$ cat src/rtl/sprite_compositor.sv
// sprite_compositor
// Overlays up to NUM_SPRITES rectangular RGB565 sprites on a flat background
// colour and drives 8:8:8 VGA colour plus delayed timing strobes.
//
// Ports
//   clk, reset                : system clock, synchronous active-high reset
//   chipselect/write/read     : Avalon-MM slave strobes
//   address, writedata        : word address and write data
//   readdata                  : registered read data (one cycle after read)
//   hcount, vcount            : timing counter position (pixel x = hcount[10:1])
//   blank_n_in, hs_in, vs_in  : timing strobes aligned with hcount/vcount
//   rom_addr                  : per-sprite ROM address, 10 bits per sprite
//   rom_data                  : per-sprite RGB565 data from 1-cycle registered ROMs
//   VGA_R/G/B                 : pixel colour, 3 clocks after hcount/vcount
//   VGA_HS/VS/BLANK_n         : timing strobes delayed by 3 clocks
//
// Sprite registers live in a shadow copy written by the bus and an active copy
// used by the hit test; the active copy is loaded at the frame commit point
// (vcount==480, hcount==0) and, in immediate mode, during any blanking cycle.
module sprite_compositor #(
  parameter int          NUM_SPRITES = 4,
  parameter int          SPR_W       = 32,
  parameter int          SPR_H       = 32,
  parameter logic [15:0] KEY         = 16'hF81F,
  parameter logic [15:0] BG_RST      = 16'hFFFF
) (
  input  logic                        clk,
  input  logic                        reset,
  input  logic                        chipselect,
  input  logic                        write,
  input  logic                        read,
  input  logic [8:0]                  address,
  input  logic [31:0]                 writedata,
  output logic [31:0]                 readdata,
  input  logic [10:0]                 hcount,
  input  logic [9:0]                  vcount,
  input  logic                        blank_n_in,
  input  logic                        hs_in,
  input  logic                        vs_in,
  output logic [NUM_SPRITES*10-1:0]   rom_addr,
  input  logic [NUM_SPRITES*16-1:0]   rom_data,
  output logic [7:0]                  VGA_R,
  output logic [7:0]                  VGA_G,
  output logic [7:0]                  VGA_B,
  output logic                        VGA_HS,
  output logic                        VGA_VS,
  output logic                        VGA_BLANK_n
);

  logic [9:0]             sh_x  [NUM_SPRITES];
  logic [9:0]             sh_y  [NUM_SPRITES];
  logic [NUM_SPRITES-1:0] sh_en;
  logic [9:0]             act_x [NUM_SPRITES];
  logic [9:0]             act_y [NUM_SPRITES];
  logic [NUM_SPRITES-1:0] act_en;
  logic [15:0]            bg;
  logic [15:0]            frame;
  logic                   commit_mode;

  logic bus_wr, bus_rd, frame_commit, commit;
  logic [31:0] rd_val;

  assign bus_wr       = chipselect & write;
  assign bus_rd       = chipselect & read;
  assign frame_commit = (vcount == 10'd480) && (hcount == 11'd0);
  assign commit       = frame_commit || (commit_mode && !blank_n_in);

  // Pixel LSB and upper write-data bits carry no information for this block.
  logic unused_bits;
  assign unused_bits = ^{hcount[0], writedata[31:16]};

  // Register file
  always_comb begin
    rd_val = '0;
    if (!address[8]) begin
      for (int i = 0; i < NUM_SPRITES; i++) begin
        if (address[7:2] == 6'(i)) begin
          case (address[1:0])
            2'd0:    rd_val = {22'd0, sh_x[i]};
            2'd1:    rd_val = {22'd0, sh_y[i]};
            2'd2:    rd_val = {31'd0, sh_en[i]};
            default: rd_val = '0;
          endcase
        end
      end
    end else begin
      case (address[7:0])
        8'h00:   rd_val = {16'd0, bg};
        8'h01:   rd_val = {16'd0, frame};
        8'h02:   rd_val = {31'd0, commit_mode};
        default: rd_val = '0;
      endcase
    end
  end

  // The commit copies the shadow as it stood before this cycle's write, since
  // both assignments are non-blocking from pre-edge values.
  always_ff @(posedge clk) begin
    if (reset) begin
      for (int i = 0; i < NUM_SPRITES; i++) begin
        sh_x[i]  <= '0;
        sh_y[i]  <= '0;
        act_x[i] <= '0;
        act_y[i] <= '0;
      end
      sh_en       <= '0;
      act_en      <= '0;
      bg          <= BG_RST;
      frame       <= '0;
      commit_mode <= 1'b0;
      readdata    <= '0;
    end else begin
      if (commit) begin
        act_x  <= sh_x;
        act_y  <= sh_y;
        act_en <= sh_en;
      end
      if (frame_commit)
        frame <= frame + 16'd1;
      if (bus_wr) begin
        if (!address[8]) begin
          for (int i = 0; i < NUM_SPRITES; i++) begin
            if (address[7:2] == 6'(i)) begin
              case (address[1:0])
                2'd0:    sh_x[i]  <= writedata[9:0];
                2'd1:    sh_y[i]  <= writedata[9:0];
                2'd2:    sh_en[i] <= writedata[0];
                default: ;
              endcase
            end
          end
        end else begin
          case (address[7:0])
            8'h00:   bg          <= writedata[15:0];
            8'h02:   commit_mode <= writedata[0];
            default: ;
          endcase
        end
      end
      if (bus_rd)
        readdata <= rd_val;
    end
  end

  // Hit test in 11 bits so sprites near the right edge clip instead of wrapping.
  logic [NUM_SPRITES-1:0]    hit_c;
  logic [NUM_SPRITES*10-1:0] addr_c;

  for (genvar g = 0; g < NUM_SPRITES; g++) begin : g_spr
    logic [10:0] px, x_lo, x_hi, v, y_lo, y_hi;
    logic [9:0]  dx, dy;
    assign px   = {1'b0, hcount[10:1]};
    assign x_lo = {1'b0, act_x[g]};
    assign x_hi = x_lo + 11'(SPR_W);
    assign v    = {1'b0, vcount};
    assign y_lo = {1'b0, act_y[g]};
    assign y_hi = y_lo + 11'(SPR_H);
    assign hit_c[g] = act_en[g] && (px >= x_lo) && (px < x_hi) &&
                      (v >= y_lo) && (v < y_hi);
    assign dx = hcount[10:1] - act_x[g];
    assign dy = vcount - act_y[g];
    assign addr_c[g*10 +: 10] = hit_c[g] ?
        10'(20'(dy) * 20'(SPR_W) + 20'(dx)) : 10'd0;
  end

  // Pipeline: stage 1 address/hit, stage 2 ROM access, stage 3 colour select.
  logic [NUM_SPRITES-1:0] hit1, hit2;
  logic blank1, hs1, vs1, blank2, hs2, vs2;
  logic [15:0] pix;

  always_comb begin
    pix = bg;
    for (int i = NUM_SPRITES - 1; i >= 0; i--) begin
      if (hit2[i] && (rom_data[i*16 +: 16] != KEY))
        pix = rom_data[i*16 +: 16];
    end
  end

  always_ff @(posedge clk) begin
    if (reset) begin
      rom_addr    <= '0;
      hit1        <= '0;
      hit2        <= '0;
      blank1      <= 1'b0;
      blank2      <= 1'b0;
      hs1         <= 1'b1;
      hs2         <= 1'b1;
      vs1         <= 1'b1;
      vs2         <= 1'b1;
      VGA_R       <= '0;
      VGA_G       <= '0;
      VGA_B       <= '0;
      VGA_HS      <= 1'b1;
      VGA_VS      <= 1'b1;
      VGA_BLANK_n <= 1'b0;
    end else begin
      rom_addr    <= addr_c;
      hit1        <= hit_c;
      blank1      <= blank_n_in;
      hs1         <= hs_in;
      vs1         <= vs_in;
      hit2        <= hit1;
      blank2      <= blank1;
      hs2         <= hs1;
      vs2         <= vs1;
      VGA_R       <= blank2 ? {pix[15:11], 3'b000} : 8'd0;
      VGA_G       <= blank2 ? {pix[10:5], 2'b00}   : 8'd0;
      VGA_B       <= blank2 ? {pix[4:0], 3'b000}   : 8'd0;
      VGA_HS      <= hs2;
      VGA_VS      <= vs2;
      VGA_BLANK_n <= blank2;
    end
  end

endmodule
$ cat config.mk
export PLATFORM = sky130hd
export DESIGN_NAME = sprite_compositor
export DESIGN_NICKNAME = d
export VERILOG_FILES = /design/src/rtl/sprite_compositor.sv
export SDC_FILE = /design/constraint.sdc
export NUM_CORES = 1
export LEC_CHECK = 0
export CAP_MARGIN = 20
export CORE_MARGIN = 2
export CORE_UTILIZATION = 30
export CTS_BUF_LIST = sky130_fd_sc_hd__clkbuf_8
export DETAILED_ROUTE_END_ITERATION = 12
export GPL_ROUTABILITY_DRIVEN = 1
export PLACE_DENSITY = 0.54
export SYNTH_ARGS = -nofsm -noshare
export SYNTH_HDL_FRONTEND = slang
export SYNTH_SLANG_ARGS = --single-unit
$ cat constraint.sdc
create_clock -name clk -period 4.1 [get_ports clk]
set_input_delay 0.82 -clock clk [delete_from_list [all_inputs] [get_ports clk]]
set_output_delay 0.82 -clock clk [all_outputs]
set_load 0.01 [all_outputs]
==> results of run 1 <==
==> cell families after synthesis <==
group	count (synthesis)	synth area share [%]
and+or+nand+nor	693	18.6
buffers and inverters	269	6.50
other	1	0.0217
xor gates and xnor gates	76	3.84
adders and majority gates	201	16.3
AOI/OAI and AO/OA	391	13.8
DFF	290	33.5
muxes	115	7.38
==> worst paths after layout <==
| check | start | to | cells past startpoint |
|---|---|---|---|
| worst min-delay path | vs1 | vs2 | 1 |
| worst min register to register | vs1 | vs2 | 1 |
| worst max register to register | act_y[10] | rom_addr[29] | 11 |
| worst max-delay path | vcount[0] | rom_addr[19] | 14 |
==> per-stage QoR <==
stage	setup slack, ns	instance area, µm²
2_1_floorplan	0.845	17400
3_3_place_gp	0.0642	20200
3_5_place_dp	0.0722	20200
4_1_cts	0.764	21300
5_1_grt	0.564	21300
6_report	0.696	21300
==> cell usage in the layout, fill, tap and decap left out, types with 17 or more instances in the layout <==
cell	count
conb_1	24
nor2_1	204
mux2i_1	95
a21oi_1	187
nand2b_1	21
nor3_1	22
ha_1	161
clkbuf_8	61
nor2b_1	17
xnor2_1	59
inv_1	168
xor2_1	17
dfxtp_1	290
fa_1	40
o21ai_0	60
clkdlybuf4s50_1	191
nand3_1	37
nand2_1	268
buf_4	47
a22oi_1	25
nand3b_1	18
==> registers in the layout, summed over array words and instances (netlist names), 4 cells and up <==
signal / cells
frame: 16
readdata: 16
VGA_B: 5
VGA_R: 5
act_x: 40
sh_x: 40
act_en: 4
VGA_G: 6
hit2: 4
act_y: 40
sh_y: 40
bg: 16
sh_en: 4
rom_addr: 40
hit1: 4
==> where the power goes <==
part           switching (W)  internal (W)  leakage [nW]
logic               0.000468      0.000393          5.23
clock network        0.00127       0.00161         0.628
registers         0.00000366       0.00283          2.34
total                0.00174       0.00483          8.19
==> routing by layer <==
layer	track usage [%]	vias to the layer above	share of wire (%)
met2	29.1	348	45
li1	-	7364	-
met5	0	-	0
met4	6.76	0	3.6
met1	25.0	7000	47
met3	3.03	96	4.7
==> cell type report <==
type / count / area [µm²]
diodes: 1 / 2.50
clock buffers: 61 / 840
clock inverters: 31 / 253
fillers: 5895 / 36100
inverters: 150 / 563
multi-input cells: 1500 / 10500
flip-flops and latches: 290 / 5810
well taps: 765 / 957
repair buffers: 242 / 2340
==> results.cfg, run 1 <==
[run_status]
status = complete, no violations

[setup_path]
startpoint_type = primary input
crit_family = adder cells
critPathSlowestCell = clkdlybuf4s50_1
cpPeakStageDelay_ns = 0.49
crit_type = in -> reg
cp_max_fo = 3
cp_data_arrival_time_ns = 3.90
r2r_setup_slack_ns = 1.29
path_buf_inv = 4
critPathRequiredTime_ns = 4.60
cp_cell_sequence = clkdlybuf4s50_1 -> inv_1 -> buf_12 -> ha_1 -> inv_1 -> fa_1 -> xor2_1 -> fa_1 -> ha_1 -> or3_1 -> o21ai_0 -> a21oi_1 -> xnor2_1 -> nor3_1
cp-end-kind = flip-flop

[drt]
drc_errors = 0
drt_pre_antenna_iters = 6
vias = 14808
routed_via_density = 4.87
wl_per_cell_um = 18.2
antenna_left = 0
drt-initial-drc-count = 983
wl_um = 55400

[synthesis]
syn_inst = 2036
synth-edff-count = 0
synth.most_common_cell = dfxtp_1
ys.flop_type = dfxtp_1
synth_top_area_share_pct = 33.5
netlist_area_um2 = 17300
synth-async-reset-ratio_pct = 0
avgSynthCellArea_um2 = 8.50
yosysTopAreaCell = dfxtp_1
ys_top_cells_by_count = dfxtp_1, nand2_1, nor2_1
yosysSeqAreaShare_pct = 33.5
synth_seq_cells = 290
synth_cell_types = 75
synth_area_leaders = dfxtp_1, ha_1, nand2_1, mux2i_1, a21oi_1
yosys_warnings = 0

[cts]
clock_path_buffers = 3
cts-root-buf = clkbuf_8
cts_setup_buffers = 0
htreeDepth = 2
cts_hold_buf = 0
post_cts_resized = 0
clock_sinks = 290
cts_tree = done
numCtsBuffers = 53
clk_latency_ns = 0.67
clk_pin_slew_worst_paths_ns = 0.06

[min_path]
hold_class = reg -> reg

[run]
drv_cap = 0

[placement]
portBuffers = 192
place_inst = 2947
place_hpwl_um = 43900
gp_congestion = 0.889

[global_route]
grt_overflow_total = 0
grt_pass1_vias = 14558
grt_max_degree = 83
antenna_found_initial = 1
grt_pass1_wl_um = 84800
grt.total_usage_pct = 18.3

[floorplanning]
core_um2 = 57400
die_h_um = 244
die_area_um2 = 59700
row_count = 88
initial_core_util_pct = 30.2
io_pins = 233
die_w_um = 244

[pwr]
peakVddDrop_mv = 0.221
total_power_w = 0.00658
powerDensity_nw_per_um2 = 309
p_leak_nw = 8.19

[timing]
slew_headroom_pct = 40.8
fin_crit_ns = 3.40
rsz0062_at_grt = no
finalCritPeriodShare_pct = 83.0
fin_worst_skew_ns = 0.0471
setup_viol = 0
setup-tns-final_ns = 0
hold_violations = 0
max_freq_mhz = 294
whs_ns = 0.408
drv_slew = 0
worst_pin_slew_ns = 0.885

[final_layout]
final_nets = 2572
final_core_util_pct = 37.1
syn_to_final_growth_pct = 22.8
layout.cells.non_filler = 3040
drive_gt1_share_pct = 7.83
Power figures use the tool's default switching activity.
==> run 2, diff against run 1 <==
--- a/config.mk
+++ b/config.mk
@@ -11,7 +11,7 @@
 export CTS_BUF_LIST = sky130_fd_sc_hd__clkbuf_8
 export DETAILED_ROUTE_END_ITERATION = 12
 export GPL_ROUTABILITY_DRIVEN = 1
-export PLACE_DENSITY = 0.54
+export PLACE_DENSITY = 0.56
 export SYNTH_ARGS = -nofsm -noshare
 export SYNTH_HDL_FRONTEND = slang
 export SYNTH_SLANG_ARGS = --single-unit
==> constraint.sdc (replaced) <==
create_clock -name clk -period 3 [get_ports clk]
set_input_delay 0.6 -clock clk [delete_from_list [all_inputs] [get_ports clk]]
set_output_delay 0.6 -clock clk [all_outputs]
set_load 0.01 [all_outputs]
==> results.cfg, run 2 (synthesized netlist as in run 1, its figures left out) <==
[final_layout]
drive_gt1_share_pct = 15.0
final_area_um2 = 22800
ff_latch_area_um2 = 5810
syn_to_final_growth_pct = 31.9
layout_common_cells = dfxtp_1, nand2_1, nor2_1
layout.cells.non_filler = 3221
final_core_util_pct = 39.8
mostFrequentLayoutCell = dfxtp_1
fillers = 5765
final_nets = 2745
multiInputGateArea_um2 = 10500

[timing]
slew_headroom_pct = 49.4
finalCritPeriodShare_pct = 94.7
drv_slew = 0
fin_crit_ns = 2.84
setup-tns-final_ns = 0
rsz0062_at_grt = no
max_freq_mhz = 352
hold_violations = 0
worst_pin_slew_ns = 0.759
fin_worst_skew_ns = 0.0362
setup_viol = 0

[setup_path]
critPathSlowestCell = fa_1
cpPeakStageDelay_ns = 0.48
cp_cell_sequence = clkdlybuf4s50_1 -> buf_4 -> ha_1 -> o21a_1 -> o31a_1 -> a21o_1 -> fa_1 -> inv_1 -> ha_1 -> a21oi_1 -> a21oi_1 -> xnor2_1 -> nor2_1
crit_type = in -> reg
path_buf_inv = 3
crit_family = adder cells
critPathRequiredTime_ns = 3.53
startpoint_type = primary input
cp-end-kind = flip-flop
cp_max_fo = 5
cp_data_arrival_time_ns = 3.37

[cts]
cts-root-buf = clkbuf_8
clk_pin_slew_worst_paths_ns = 0.05
cts_setup_buffers = 0
clock_sinks = 290
clk_latency_ns = 0.65
htreeDepth = 2
cts_tree = done
clock_path_buffers = 3
numCtsBuffers = 53
cts_hold_buf = 0

[global_route]
grt_pass1_vias = 15227
antenna_found_initial = 2
grt.total_usage_pct = 19.1
grt_overflow_total = 0
grt_max_degree = 102
grt_pass1_wl_um = 88300

[floorplanning]
die_w_um = 244
die_h_um = 244
row_count = 88
core_um2 = 57400
io_pins = 233
die_area_um2 = 59700
initial_core_util_pct = 30.2

[drt]
wl_per_cell_um = 18.1
drt-met1-wl_um = 27200
drc_errors = 0
wl_um = 58400
drt-initial-drc-count = 871
routed.top_layer = met4
routed_via_density = 4.83
wl_met3_um = 2730
drt_pre_antenna_iters = 5
antenna_left = 0
dr_wl_met2_um = 26100
vias = 15572

[pwr]
internal_power_w = 0.00670
pwr-share-seq_pct = 42.1
peakVddDrop_mv = 0.326
total_power_w = 0.00919
p_clk_share_pct = 42.9
netSwitchingPower_w = 0.00249
p_leak_nw = 9.13
pwr-share-comb_pct = 15.0
swShare_pct = 27.1
powerDensity_nw_per_um2 = 402

[run]
drv_cap = 0

[placement]
portBuffers = 192
gp_congestion = 0.901
place_inst = 3120
place_hpwl_um = 46900
place_area_um2 = 21700

[run_status]
status = complete, no violations

[min_path]
hold_class = in -> reg
==> run 2: cell count changes in the layout (fill, tap and decap cells not counted), moves of 2 or more <==
cell / previous run / this run
bufinv_16: 4 / 2
inv_1: 168 / 162
clkbuf_8: 61 / 65
clkinv_2: 6 / 17
clkdlybuf4s50_1: 191 / 189
buf_12: 3 / 22
fa_1: 40 / 38
buf_4: 47 / 201
fa_2: 0 / 2
==> run 2: cell type report <==
| cell class | instances | area share (%) |
|---|---|---|
| Antenna cell | 1 | 0.0110 |
| Clock buffer | 65 | 3.92 |
| Clock inverter | 35 | 0.986 |
| Inverter | 150 | 2.46 |
| Multi-Input combinational cell | 1500 | 46.1 |
| Sequential cell | 290 | 25.4 |
| Tap cell | 765 | 4.19 |
| Timing Repair Buffer | 415 | 17.0 |
==> run 2: per-layer routing <==
layer / track usage (%) / vias up
li1: - / 7725
met1: 25.9 / 7338
met2: 29.9 / 403
met3: 3.00 / 106
met4: 8.16 / 0
met5: 0 / -
==> run 2: power groups by stage <==
| stage | Sequential [W] | Combinational, W | Clock, W |
|---|---|---|---|
| floorplan | 0.00396 | 0.000719 | 0 |
| global placement | 0.00396 | 0.00135 | 0 |
| detailed placement | 0.00396 | 0.00137 | 0 |
| CTS | 0.00387 | 0.00138 | 0.00408 |
| global route | 0.00387 | 0.00151 | 0.00424 |
| finish | 0.00387 | 0.00138 | 0.00394 |
==> run 2: timing repair <==
item / 4_1_cts / 5_1_grt
gates resized for setup: 2 / 2
cloned: 0 / 0
pin swaps: 0 / 1
endpoints found under the setup margin: 4 / 7
==> run 2: path summary, 6_finish.rpt <==
kind / start / endpoint / slack (ns) / cells past startpoint
worst max-delay path: vcount[2] / rom_addr[29] / 0.16 / 13
worst min-delay path: reset / sh_x[25] / 0.40 / 2
worst min register to register: hs2 / VGA_HS / 0.41 / 1
worst max register to register: act_y[20] / rom_addr[19] / 0.16 / 11
==> run 2: through the flow <==
step | hold slack [ns] | setup WS (ns)
after floorplan | 0.389 | 0.00972
after global placement | 0.393 | -0.732
after detailed placement | 0.395 | -0.779
after CTS | 0.331 | 0.0673
after global routing | 0.387 | 0.00340
final | 0.399 | 0.159
==> run 3, diff against run 2 <==
--- a/config.mk
+++ b/config.mk
@@ -7,11 +7,11 @@
 export LEC_CHECK = 0
 export CAP_MARGIN = 20
 export CORE_MARGIN = 2
-export CORE_UTILIZATION = 30
+export CORE_UTILIZATION = 52
 export CTS_BUF_LIST = sky130_fd_sc_hd__clkbuf_8
 export DETAILED_ROUTE_END_ITERATION = 12
 export GPL_ROUTABILITY_DRIVEN = 1
-export PLACE_DENSITY = 0.56
+export PLACE_DENSITY = 0.84
 export SYNTH_ARGS = -nofsm -noshare
 export SYNTH_HDL_FRONTEND = slang
 export SYNTH_SLANG_ARGS = --single-unit
==> results.cfg, run 3 (synthesized netlist as in run 1, its figures left out) <==
[timing]
whs_ns = 0.405
hold_violations = 0
finalCritPeriodShare_pct = 98.9
slew_headroom_pct = 30.8
drv_slew = 0
setup-tns-final_ns = 0
fin_crit_ns = 2.97
worst_pin_slew_ns = 1.04
max_freq_mhz = 337
fin_worst_skew_ns = 0.0313
setup_viol = 0

[cts]
cts_tree = done
cts-root-buf = clkbuf_8
clk_latency_ns = 0.59
htreeDepth = 2
clock_sinks = 290
clock_path_buffers = 3
clk_pin_slew_worst_paths_ns = 0.06
cts_hold_buf = 0
numCtsBuffers = 50

[pwr]
swShare_pct = 26.1
pwr-share-comb_pct = 15.6
internal_power_w = 0.00685
peakVddDrop_mv = 0.348
pwr-share-seq_pct = 41.7
powerDensity_nw_per_um2 = 416
netSwitchingPower_w = 0.00242
p_clk_share_pct = 42.7
p_leak_nw = 8.98

[final_layout]
final_area_um2 = 22300
drive_gt1_share_pct = 14.7
layout.cells.non_filler = 2865
mostFrequentLayoutCell = dfxtp_1
layout_common_cells = dfxtp_1, nand2_1, nor2_1
final_core_util_pct = 68.2
final_nets = 2722
antenna-diode-count = 0
fillers = 2510
syn_to_final_growth_pct = 28.9

[drt]
routed_via_density = 5.76
drc_errors = 0
wl_per_cell_um = 19.5
antenna_left = 0
drt-initial-drc-count = 1825
wl_um = 56000
drt_pre_antenna_iters = 6
vias = 16498

[min_path]
hold_class = reg -> reg
hold_start = hs2

[run_status]
status = complete, no violations

[global_route]
grt_pass1_vias = 16259
grt_max_degree = 102
antenna_found_initial = 0
grt.total_usage_pct = 30.9
grt_overflow_total = 0
grt_pass1_wl_um = 86300

[floorplanning]
die_area_um2 = 34800
core_um2 = 32700
initial_core_util_pct = 52.9
row_count = 66
die_w_um = 186
die_h_um = 186
io_pins = 233

[setup_path]
cp-end-kind = flip-flop
worstSetupStartpoint = hcount[1]
critPathRequiredTime_ns = 3.44
startpoint_type = primary input
crit_type = in -> reg
cp_data_arrival_time_ns = 3.40
cp_max_fo = 10
r2r-start = act_y[21]

[placement]
place_area_um2 = 21000
place_hpwl_um = 42200
gp_congestion = 0.978
place_inst = 2773
portBuffers = 192

[run]
drv_cap = 0
==> run 3: cell types whose count changed in the layout (fill, tap and decap cells not counted), moves of 3 or more <==
cell / delta
bufinv_16: +3
ha_1: -7
buf_4: -15
ha_4: +5
a21oi_2: +5
clkbuf_8: -3
clkinv_2: -13
a21oi_1: -5
buf_12: -7
==> run 3: worst paths after layout <==
path	slack [ns]	endpoint	depth (start not counted)
worst min-delay path	0.41	VGA_HS	1
worst min register to register	0.41	VGA_HS	1
worst max-delay path	0.03	rom_addr[36]	11
worst max register to register	0.12	rom_addr[19]	14
==> run 3: power by group through the flow <==
stage / clock network (W) / registers [W] / logic, W
final: 0.00396 / 0.00387 / 0.00144
after global routing: 0.00417 / 0.00387 / 0.00156
after CTS: 0.00398 / 0.00387 / 0.00137
after detailed placement: 0 / 0.00396 / 0.00134
after global placement: 0 / 0.00396 / 0.00129
after floorplan: 0 / 0.00396 / 0.000719
==> run 3: stage by stage <==
stage               setup WS [ns]  total power [W]
floorplan                 0.00972          0.00468
global placement           -0.718          0.00525
detailed placement         -0.853          0.00530
CTS                        0.0205          0.00922
global route              -0.0188          0.00959
finish                     0.0337          0.00928
==> run 3: layout make-up <==
cell class | instances | area, µm² | area share (%)
flip-flops and latches | 290 | 5810 | 26.0
clock inverters | 26 | 238 | 1.07
clock buffers | 62 | 853 | 3.82
well taps | 442 | 553 | 2.48
repair buffers | 395 | 3640 | 16.3
multi-input cells | 1500 | 10700 | 47.8
inverters | 150 | 567 | 2.54
==> run 3: per-layer routing <==
metal,vias up,routed length (µm),global-route usage [%]
li1,7648,-,-
met3,157,4860,5.25
met5,-,0,0
met4,0,2240,13.0
met1,7854,22900,40.5
met2,839,26000,50.7
==> run 3: critical path: stages <==
cell and delay, ns:
clkdlybuf4s50_1 0.49, inv_1 0.16, ha_1 0.28, fa_1 0.38
a21boi_0 0.16, o21ai_0 0.21, o221ai_1 0.20, a21oi_1 0.18
nand4_1 0.15, buf_4 0.21, a211oi_1 0.39
==> run 3: timing repair <==
item / in CTS / in global routing
hold endpoints to repair: 0 / 0
gates resized for setup: 9 / 26
pin swaps: 7 / 12
endpoints found under the setup margin: 9 / 12
buffers inserted: 2 / 3
